===== config.mk =====
export PLATFORM = sky130hd
export DESIGN_NAME = gshare_predictor
export DESIGN_NICKNAME = d
export VERILOG_FILES = /design/src/rtl/gshare_predictor.sv
export SDC_FILE = /design/constraint.sdc
export NUM_CORES = 1
export LEC_CHECK = 0
export CORE_MARGIN = 4
export CORE_UTILIZATION = 44
export DETAILED_ROUTE_END_ITERATION = 7
export GPL_TIMING_DRIVEN = 1
export PLACE_DENSITY = 0.7
export RECOVER_POWER = 100
export SLEW_MARGIN = 40
export SYNTH_ARGS = -nofsm -noshare
export SYNTH_HDL_FRONTEND = slang
export SYNTH_SLANG_ARGS = --single-unit

===== constraint.sdc =====
create_clock -name clk -period 13.7 [get_ports clk]
set_input_delay 2.74 -clock clk [delete_from_list [all_inputs] [get_ports clk]]
set_output_delay 2.74 -clock clk [all_outputs]
set_load 0.02 [all_outputs]

===== src/rtl/gshare_predictor.sv =====
// Gshare global-history direction predictor: fetch-side table lookup, WB-side training.
// Optional speculative fetch history enabled by defining GSHARE_SPEC_HIST_EN.
module gshare_predictor #(
    parameter int unsigned HIST_BITS  = 8,
    parameter logic [1:0]  INIT_STATE = 2'b01
) (
    input  logic                 clk,
    input  logic                 reset_n,
    input  logic [15:0]          if_pc,
    input  logic                 if_isbranch,
    output logic                 gl_pred_taken,
    output logic [HIST_BITS-1:0] if_ghr,
    output logic                 init_busy,
    input  logic                 wbisbranch,
    input  logic [15:0]          wb_pcplus2,
    input  logic [HIST_BITS-1:0] wb_ghr,
    input  logic                 wb_gl_pred,
    input  logic                 wb_taken,
    output logic                 gl_pred_correct
);

    localparam int unsigned ENTRIES = 1 << HIST_BITS;

    typedef enum logic {INIT, RUN} state_t;

    state_t               state;
    logic [HIST_BITS-1:0] sweep_cnt;
    logic [HIST_BITS-1:0] ghr;
    logic [HIST_BITS-1:0] ghr_fetch;
    logic [HIST_BITS-1:0] rd_idx;
    logic [HIST_BITS-1:0] wr_idx;
    logic [15:0]          wb_pc;
    logic [1:0]           cnt_tbl [ENTRIES];
    logic [1:0]           wr_cur;
    logic [1:0]           wr_next;
    logic                 train;

    // Init sweep FSM: one table entry per cycle, then RUN until the next reset
    always_ff @(posedge clk or negedge reset_n) begin
        if (!reset_n) begin
            state     <= INIT;
            sweep_cnt <= '0;
            init_busy <= 1'b1;
        end else begin
            case (state)
                INIT: begin
                    sweep_cnt <= sweep_cnt + HIST_BITS'(1);
                    if (sweep_cnt == HIST_BITS'(ENTRIES - 1)) begin
                        state     <= RUN;
                        init_busy <= 1'b0;
                    end
                end
                RUN:     state <= RUN;
                default: state <= INIT;
            endcase
        end
    end

    assign train = (state == RUN) & wbisbranch;

    // Fetch-side lookup; a same-cycle WB write is not forwarded
    assign rd_idx        = if_pc[HIST_BITS:1] ^ ghr_fetch;
    assign gl_pred_taken = (state == RUN) & cnt_tbl[rd_idx][1];
    assign if_ghr        = ghr_fetch;

    assign wb_pc  = wb_pcplus2 - 16'd2;
    assign wr_idx = wb_pc[HIST_BITS:1] ^ wb_ghr;
    assign wr_cur = cnt_tbl[wr_idx];

    // Saturating 2-bit counter update
    always_comb begin
        wr_next = wr_cur;
        if (wb_taken) begin
            if (wr_cur != 2'b11) wr_next = wr_cur + 2'b01;
        end else begin
            if (wr_cur != 2'b00) wr_next = wr_cur - 2'b01;
        end
    end

    // Counter storage is deliberately unreset; the sweep initialises it
    always_ff @(posedge clk) begin
        if (state == INIT) begin
            cnt_tbl[sweep_cnt] <= INIT_STATE;
        end else if (train) begin
            cnt_tbl[wr_idx] <= wr_next;
        end
    end

    // Architectural history, shifted by resolved branches
    always_ff @(posedge clk or negedge reset_n) begin
        if (!reset_n) begin
            ghr <= '0;
        end else if (train) begin
            ghr <= {ghr[HIST_BITS-2:0], wb_taken};
        end
    end

    assign gl_pred_correct = wbisbranch & (wb_gl_pred == wb_taken);

`ifdef GSHARE_SPEC_HIST_EN
    logic [HIST_BITS-1:0] spec_ghr;
    logic                 unused_bits;

    // Speculative history: shifted by predictions, repaired from WB on mispredict
    always_ff @(posedge clk or negedge reset_n) begin
        if (!reset_n) begin
            spec_ghr <= '0;
        end else if (state == RUN) begin
            if (wbisbranch && !gl_pred_correct) begin
                spec_ghr <= {wb_ghr[HIST_BITS-2:0], wb_taken};
            end else if (if_isbranch) begin
                spec_ghr <= {spec_ghr[HIST_BITS-2:0], gl_pred_taken};
            end
        end
    end

    assign ghr_fetch   = spec_ghr;
    assign unused_bits = ^{if_pc[15:HIST_BITS+1], if_pc[0],
                           wb_pc[15:HIST_BITS+1], wb_pc[0]};
`else
    logic unused_bits;

    assign ghr_fetch   = ghr;
    assign unused_bits = ^{if_isbranch, if_pc[15:HIST_BITS+1], if_pc[0],
                           wb_pc[15:HIST_BITS+1], wb_pc[0]};
`endif

endmodule


* Yosys cells after proc, flatten, opt, wreduce, memory -nomap -nowiden
Memory sizes are Yosys's and may differ from the RTL's.
Cells that the tools add are included.
** Storage, ports and cells
- RAM bits :: 512
- Logic and storage cells :: 33
- Bits in registers :: 18
- Input port bits :: 46
- Memories :: 1
- Output and inout port bits :: 11
** Memories
- cnt_tbl :: words 256, width 2, rd ports 2, clocked after memory_dff 0, wr ports 1, RTL line 33 : logic [1:0] cnt_tbl [ENTRIES];
** Cells by class
- Bitwise operators :: 6
- Reduce and logical (&&, ||, !) cells :: 3
- Add/sub/neg operators :: 4
- Multiplexer cells :: 12
- Equality and inequality tests :: 3
** Operator list (count)
- $xor A8 B8 Y8 :: 2
- $sub A9 B2 Y9 const B :: 1
- $add A8 B1 Y8 const B :: 1
- $eq A8 B8 Y1 const B :: 1
- $mux W2 :: 4
- $mux W8 :: 1
- $mux W1 :: 6
- $and A1 B1 Y1 :: 3
- $add A2 B1 Y2 const B :: 1
- $ne A2 B2 Y1 const B :: 1
- $pmux W1 S2 :: 1
- $reduce_and A2 Y1 :: 1
- $reduce_bool A2 Y1 :: 1
- $reduce_or A2 Y1 :: 1
- $sub A2 B1 Y2 const B :: 1
- $eq A1 B1 Y1 :: 1
- $not A1 Y1 :: 1

* Logic depth before layout (Yosys ltp)
Gate-level depths: netlist of the first run.
An unclocked memory read counts as a cell.
- Word-level depth :: 7
- Mapped depth :: 14
- Depth with buffers taken out :: 11

* Worst setup path after synthesis of the first run
Ideal clock, no wire load.
- Path type :: input to register
- From :: input wb_pcplus2[1]
- To :: memory cnt_tbl[0][1], data pin
- Path buffers :: 2
- Cell stages on the path :: 13
- Path slack :: 0.035 ns
- Data arrival time :: 12.092 ns
- Setup time :: 1.573 ns
- Cells stage by stage :: inv_1 > ha_1 > xnor2_1 > buf_2 > buf_1 > mux4_2 > nor3_1 > o21ai_0 > nand3_1 > a41oi_1 > o21a_1 > o21ai_0 > a21oi_1
** On the way
- Cells in the longest elaborated chain, start to end :: 7
- Elaborated cells between the ends (all ways) :: 11
** Ends and longest elaborated chain
- from (decl) :: RTL line 15 : input logic [15:0] wb_pcplus2,
- $sub A9 B2 Y9 * :: RTL line 66 : assign wb_pc = wb_pcplus2 - 16'd2;
- $xor A8 B8 Y8 * :: RTL line 67 : assign wr_idx = wb_pc[HIST_BITS:1] ^ wb_ghr;
- $mem_v2 Z256 W2 *
- $sub A2 B1 Y2 (tied with other cells) :: RTL line 76 : if (wr_cur != 2'b00) wr_next = wr_cur - 2'b01;
- $mux W2, on equally long branches :: RTL line 76, 74
- $mux W2 * :: RTL line 73 : if (wb_taken) begin
- $mux W2 (no source line) *
- to (decl) :: RTL line 33
Mark *: on every way between the ends. The rest lies on a longest branch, timed or not.

* Final worst setup path of the first run
- From :: input wb_pcplus2[1]
- To :: memory cnt_tbl[137][1], data pin
The elaborated chain is that of the path after synthesis.

==> metrics, run 1 <==
fin. max-slew vios 270; RSZ-0062 raised after global routing no; Worst Setup SP wb_pcplus2[1]; final WL 59.7 mm; CP Capture Point cnt_tbl[137][1]; area leader, netlist edfxtp_1; top cell types by occurrence after synthesis 512 x edfxtp_1, 262 x nor2_1, 212 x mux4_2; Antenna Nets Post-Route 0; Worst R2R Start cnt_tbl[27][1]; synthesized area 24200 um2; P_leak 7.82 nW; most frequent cell after synthesis edfxtp_1; Slew @ Worst Pin 2.95 ns; Max-Cap Viols 4; Data arrival, critical path 11.02 ns; TritonCTS Buffers 52; cts hold-fix bufs 0; final setup vio count 0; dominant synthesized flop cell edfxtp_1; first-pass GRT wire length 90.3 mm; largest net degree at the start of global routing 113; depth of the CTS H-tree 2; initial antenna violation count 0; Post-DP HPWL 35.5 mm; fmax 91.3 MHz; CP Class primary input to flip-flop; Layout area overhead 11.6%; Layout Nets 1538; vias in the first global route 14300; dpl cell area 25400 um2; fin area 27000 um2; die height 243 um; Worst EP required 13.77 ns; Fin Setup TNS 0 ns; ys async rst share 3.40%; Final period util 80.0%; overall routing resource usage 20.4%; top-area cell type share of the netlist area 63.5%; number of synthesis warnings 0; distinct cell type count after synthesis 59; Power Density 126 nW/um2; total die area 58800 um2; ranking of synthesized cells by area edfxtp_1 64%, mux4_2 20%, nor2_1 4.1%; FF-to-FF End cnt_tbl[137][1]; crit-path max FO 112; post-layout minimum cycle time 10.96 ns; gpl congestion 0.829; reg2reg path depth 9; internal reg-to-reg setup slack 8.80 ns; setup bufs post-CTS 0; count of final hold-check violations 0; I/O pin total 57; failing checks max-capacitance violations, max-slew violations; IO buf count 39; clock-pin slew on the worst setup and hold paths 0.06 ns; drt first pass iters 5; wire length per cell 26.9 um; register area share after synthesis 65.4%; initial DRC count 1779; VDD IR max 91.4 uV; crit path launch type primary input; setup ws final 2.74 ns; vias per std cell 6.28; Post-Syn Nets 1514; Post-synth EDFFs 512; clk buf depth 3; GRT overflow 0; TritonCTS clock tree done; # fillers 4358; post-CTS sizing 0; Clk Latency, worst-skew pair 0.60 ns; final hold slack 0.479 ns; Core Area 54100 um2; Vias 14000; Inserted Diodes 0; # rows 85; syn avg cell area 16.5 um2; clock sinks 530; chip width 243 um; status finished with violations; DRC violations left 0; hold crit path type flip-flop to flip-flop; Worst setup EP type flip-flop; Worst slew margin -96.9%; Root Buffer clkbuf_16; initial core utilization 44.7%; Syn Inst Count 1466; final core occ 49.9%; share of cells above drive strength 1 22.0%; DP Worst Slack 4.08 ns; FF+latch count, synth 530; Setup Skew 0.0239 ns
==> per-layer routing <==
metal	GRT usage, %	part of all wire, %	routed length [um]	up-vias
li1	-	-	-	5875
met1	27.4	37	22300	7190
met2	33.0	49	29200	764
met3	4.68	11	6310	132
met4	7.10	3.4	2010	0
met5	0	0	0	-
==> where the power goes <==
part           switching, mW  total (mW)  internal, mW
Sequential                 0        1.75          1.75
Clock                  0.580        1.38         0.799
Combinational          0.172       0.267        0.0949
==> stage by stage <==
step	std cells	power, mW
after global placement	2129	2.04
after global routing	2223	3.50
after detailed placement	2129	2.04
final	2223	3.40
after CTS	2220	3.41
after floorplan	1466	1.96
==> sequential cells by signal, summed over array words and instances (netlist names) <==
name,flops
cnt_tbl,512
init_busy,1
state,1
sweep_cnt,8
if_ghr,8
==> cells by family (layout without fill, tap and decap cells) <==
logic type | count (synthesis) | in the layout | share of synthesized area (%)
fa+ha+maj | 2 | 2 | 0.103
buf+inv | 109 | 170 | 2.18
simple gates | 485 | 485 | 8.24
compound gates | 89 | 89 | 2.80
xor+xnor | 34 | 34 | 1.35
flops | 530 | 530 | 65.4
mux | 217 | 217 | 19.9
==> final cells by class <==
| cell class | count | area [um2] | share of cell area (%) |
|---|---|---|---|
| tap | 696 | 871 | 3.22 |
| sequential | 530 | 15800 | 58.6 |
| inverter | 5 | 18.8 | 0.0695 |
| timing repair buffer | 74 | 683 | 2.53 |
| multi-input combinational | 827 | 8000 | 29.6 |
| clock buffer | 68 | 1380 | 5.12 |
| clock inverter | 23 | 230 | 0.852 |
==> cells in the final DEF (no fill, tap or decap), types with 6 or more instances in the layout <==
cell type / n
mux4_2: 212
o31ai_1: 8
nand2_1: 125
clkbuf_1: 20
o21ai_0: 12
nor4_1: 7
nand2_2: 6
clkdlybuf4s50_1: 26
buf_4: 23
nand4_1: 6
o22a_1: 7
clkbuf_16: 53
xor2_1: 8
nor2_1: 262
a31oi_1: 13
dfrtp_1: 17
edfxtp_1: 512
dlygate4sd3_1: 12
xnor2_1: 13
clkinv_1: 11
clkinv_2: 6
nand3_1: 24
nor3_1: 32
==> critical path: stages <==
cell	delay [ns]
dlygate4sd3_1	0.76
inv_1	0.09
ha_1	0.36
xnor2_1	0.22
buf_4	0.58
clkbuf_1	2.14
mux4_2	0.59
nor4_1	0.07
nor3_1	0.33
nand3_1	0.17
a41oi_1	0.43
o21a_1	0.22
o21ai_0	0.08
a21oi_1	0.48
clkbuf_2	1.61
==> worst min path at each step <==
stage,depth (start not counted),slack [ns],startpoint,to
2_1_floorplan,1,0.49,sweep_cnt[6],sweep_cnt[6]
3_3_place_gp,1,0.47,init_busy,init_busy
3_5_place_dp,1,0.48,init_busy,init_busy
4_1_cts,1,0.48,init_busy,init_busy
5_1_grt,1,0.48,init_busy,init_busy
6_report,1,0.48,init_busy,init_busy
Note: power is estimated with default switching activity, not from simulation.
==> run 2: changes to the inputs <==
- PLACE_DENSITY: 0.7 -> 0.72
- clock period: 13.7 -> 8.9 ns (I/O delays scaled with it)
==> metrics, run 2 (synthesis results as in run 1) <==
hold crit path type flip-flop to flip-flop; fmax 123 MHz; internal reg-to-reg setup slack 4.73 ns (-4.07 ns); Layout Nets 1558 (+1.3%); die height 243 um (unchanged); CP Class primary input to flip-flop; crit-path max FO 104 (-7.1%); VDD IR max 154 uV (+69%); Final period util 91.5%; vias in the first global route 14600 (+2.6%); share of cells above drive strength 1 22.9% (+0.91 points); initial DRC count 1851 (+4.0%); DRC violations left 0 (unchanged); clock sinks 530 (unchanged); drt first pass iters 6 (+1); Core Area 54100 um2 (unchanged); total die area 58800 um2 (unchanged); gpl congestion 0.871 (+5.1%); TritonCTS clock tree done; IO buf count 39 (unchanged); Worst slew margin 2.28% (+99 points); vias per std cell 6.35 (+1.1%); Layout area overhead 12.7%; setup ws final 0.757 ns (-1.99 ns); Data arrival, critical path 8.37 ns (-2.65 ns); commonest cells after routing, fill and taps aside 512 x edfxtp_1, 262 x nor2_1, 212 x mux4_2; Fin Setup TNS 0 ns (unchanged); initial core utilization 44.7% (unchanged); count of final hold-check violations 0 (unchanged); Slew @ Worst Pin 1.47 ns (-1.49 ns); clk buf depth 3 (unchanged); overall routing resource usage 20.8% (+0.46 points); Setup Skew 0.0201 ns (-0.00374 ns); Worst EP required 9.13 ns (-4.64 ns); final WL 61.5 mm (+2.9%); TritonCTS Buffers 53 (+1.9%); wire length per cell 27.4 um (+1.9%); I/O pin total 57 (unchanged); HP Start init_busy; setup bufs post-CTS 0 (unchanged); Power Total 5.22 mW (+54%); fin. max-slew vios 0 (-100%); Worst R2R Start cnt_tbl[25][1]; initial antenna violation count 1 (+1); GRT overflow 0 (unchanged); Post-Layout Cell Count 2245 (+0.99%); CP bufs+invs 4 (-1); critical path depth 13 (-2); crit path launch type primary input; worst hold path cell count 1 (unchanged); Root Buffer clkbuf_16; total placed cells including tap cells 2150 (+0.99%); delay-heaviest family, CP buffers and inverters; Max-Cap Viols 0 (-4); first-pass GRT wire length 92.7 mm (+2.6%); post-CTS sizing 0 (unchanged); RSZ-0062 raised after global routing no; Worst path max stage delay 1.14 ns (-1.00 ns); hold endpoint init_busy; slowest CP cell xor3_1; depth of the CTS H-tree 2 (unchanged); worst path cell trace dlygate4sd3_1 -> inv_1 -> ha_1 -> xor3_1 -> clkbuf_1 -> nand3_1 -> o22a_1 -> nand3_1 -> a41oi_1 -> o21ai_0 -> a31oi_1 -> o21ai_4 -> clkbuf_4; top register by number of flip-flops cnt_tbl; Vias 14300 (+2.1%); final hold slack 0.489 ns (+0.00940 ns); P_leak 7.95 nW (+1.6%); post-layout minimum cycle time 8.14 ns; # rows 85 (unchanged); Antenna Nets Post-Route 0 (unchanged); clock-pin slew on the worst setup and hold paths 0.07 ns (about the same); final setup vio count 0 (unchanged); Inserted Diodes 0 (unchanged); largest net degree at the start of global routing 137 (+21%); Worst setup EP type flip-flop; max reg flops 512 (unchanged); commonest non-fill, non-tap cell in the layout edfxtp_1; FF-to-FF End cnt_tbl[24][0]; status finished clean; Power Density 192 nW/um2 (+52%); DP Worst Slack 1.22 ns (-2.86 ns); cts hold-fix bufs 0 (unchanged); reg2reg path depth 9 (unchanged); most frequent CP cell nand3_1; chip width 243 um (unchanged); Clk Latency, worst-skew pair 0.60 ns (about the same); Post-DP HPWL 38.6 mm (+8.7%)
## run 2: final cells by class
cell class                 instances  area (um2)
tap                              696         871
inverter                           5        18.8
timing repair buffer              93         941
fill                            4333       26900
clock buffer                      71        1410
sequential                       530       15800
multi-input combinational        827        8020
clock inverter                    23         181
## run 2: per-stage QoR
stage | utilization, % | cell area, um2
after floorplan | - | 24200
after global placement | 47.3 | 25600
after detailed placement | 47.5 | 25700
after CTS | 50.5 | 27300
after global routing | 50.4 | 27300
final | 50.4 | 27300
## run 2: worst max path at each step
stage / startpoint / to / slack (ns)
floorplan: wb_pcplus2[1] / cnt_tbl[0][1] / 1.57
global placement: if_pc[1] / gl_pred_taken / 1.20
detailed placement: if_pc[1] / gl_pred_taken / 1.22
CTS: if_pc[1] / gl_pred_taken / 1.20
global route: wb_pcplus2[1] / cnt_tbl[0][0] / 0.53
finish: wb_pcplus2[1] / cnt_tbl[24][0] / 0.76
## run 2: worst register-to-register path, delay by kind of cell (launching register included)
kind                   cells  cell delay [ns]
buffers and inverters      1             0.95
flip-flops                 1             0.35
multiplexers               1             0.26
AO/OA/AOI/OAI              5             1.59
AND/OR/NAND/NOR            2             0.56
## run 2: layer usage
metal | GRT usage (%) | vias to the layer above | wire length [um]
met3 | 5.62 | 171 | 6800
met4 | 8.43 | 0 | 2650
met1 | 27.4 | 7264 | 22500
met5 | 0 | - | 0
met2 | 33.2 | 908 | 29600
li1 | - | 5913 | -
## run 2: report_power, final
group          switching, mW  internal [mW]
Sequential                 0           2.69
Clock                  0.914           1.19
Combinational          0.264          0.158
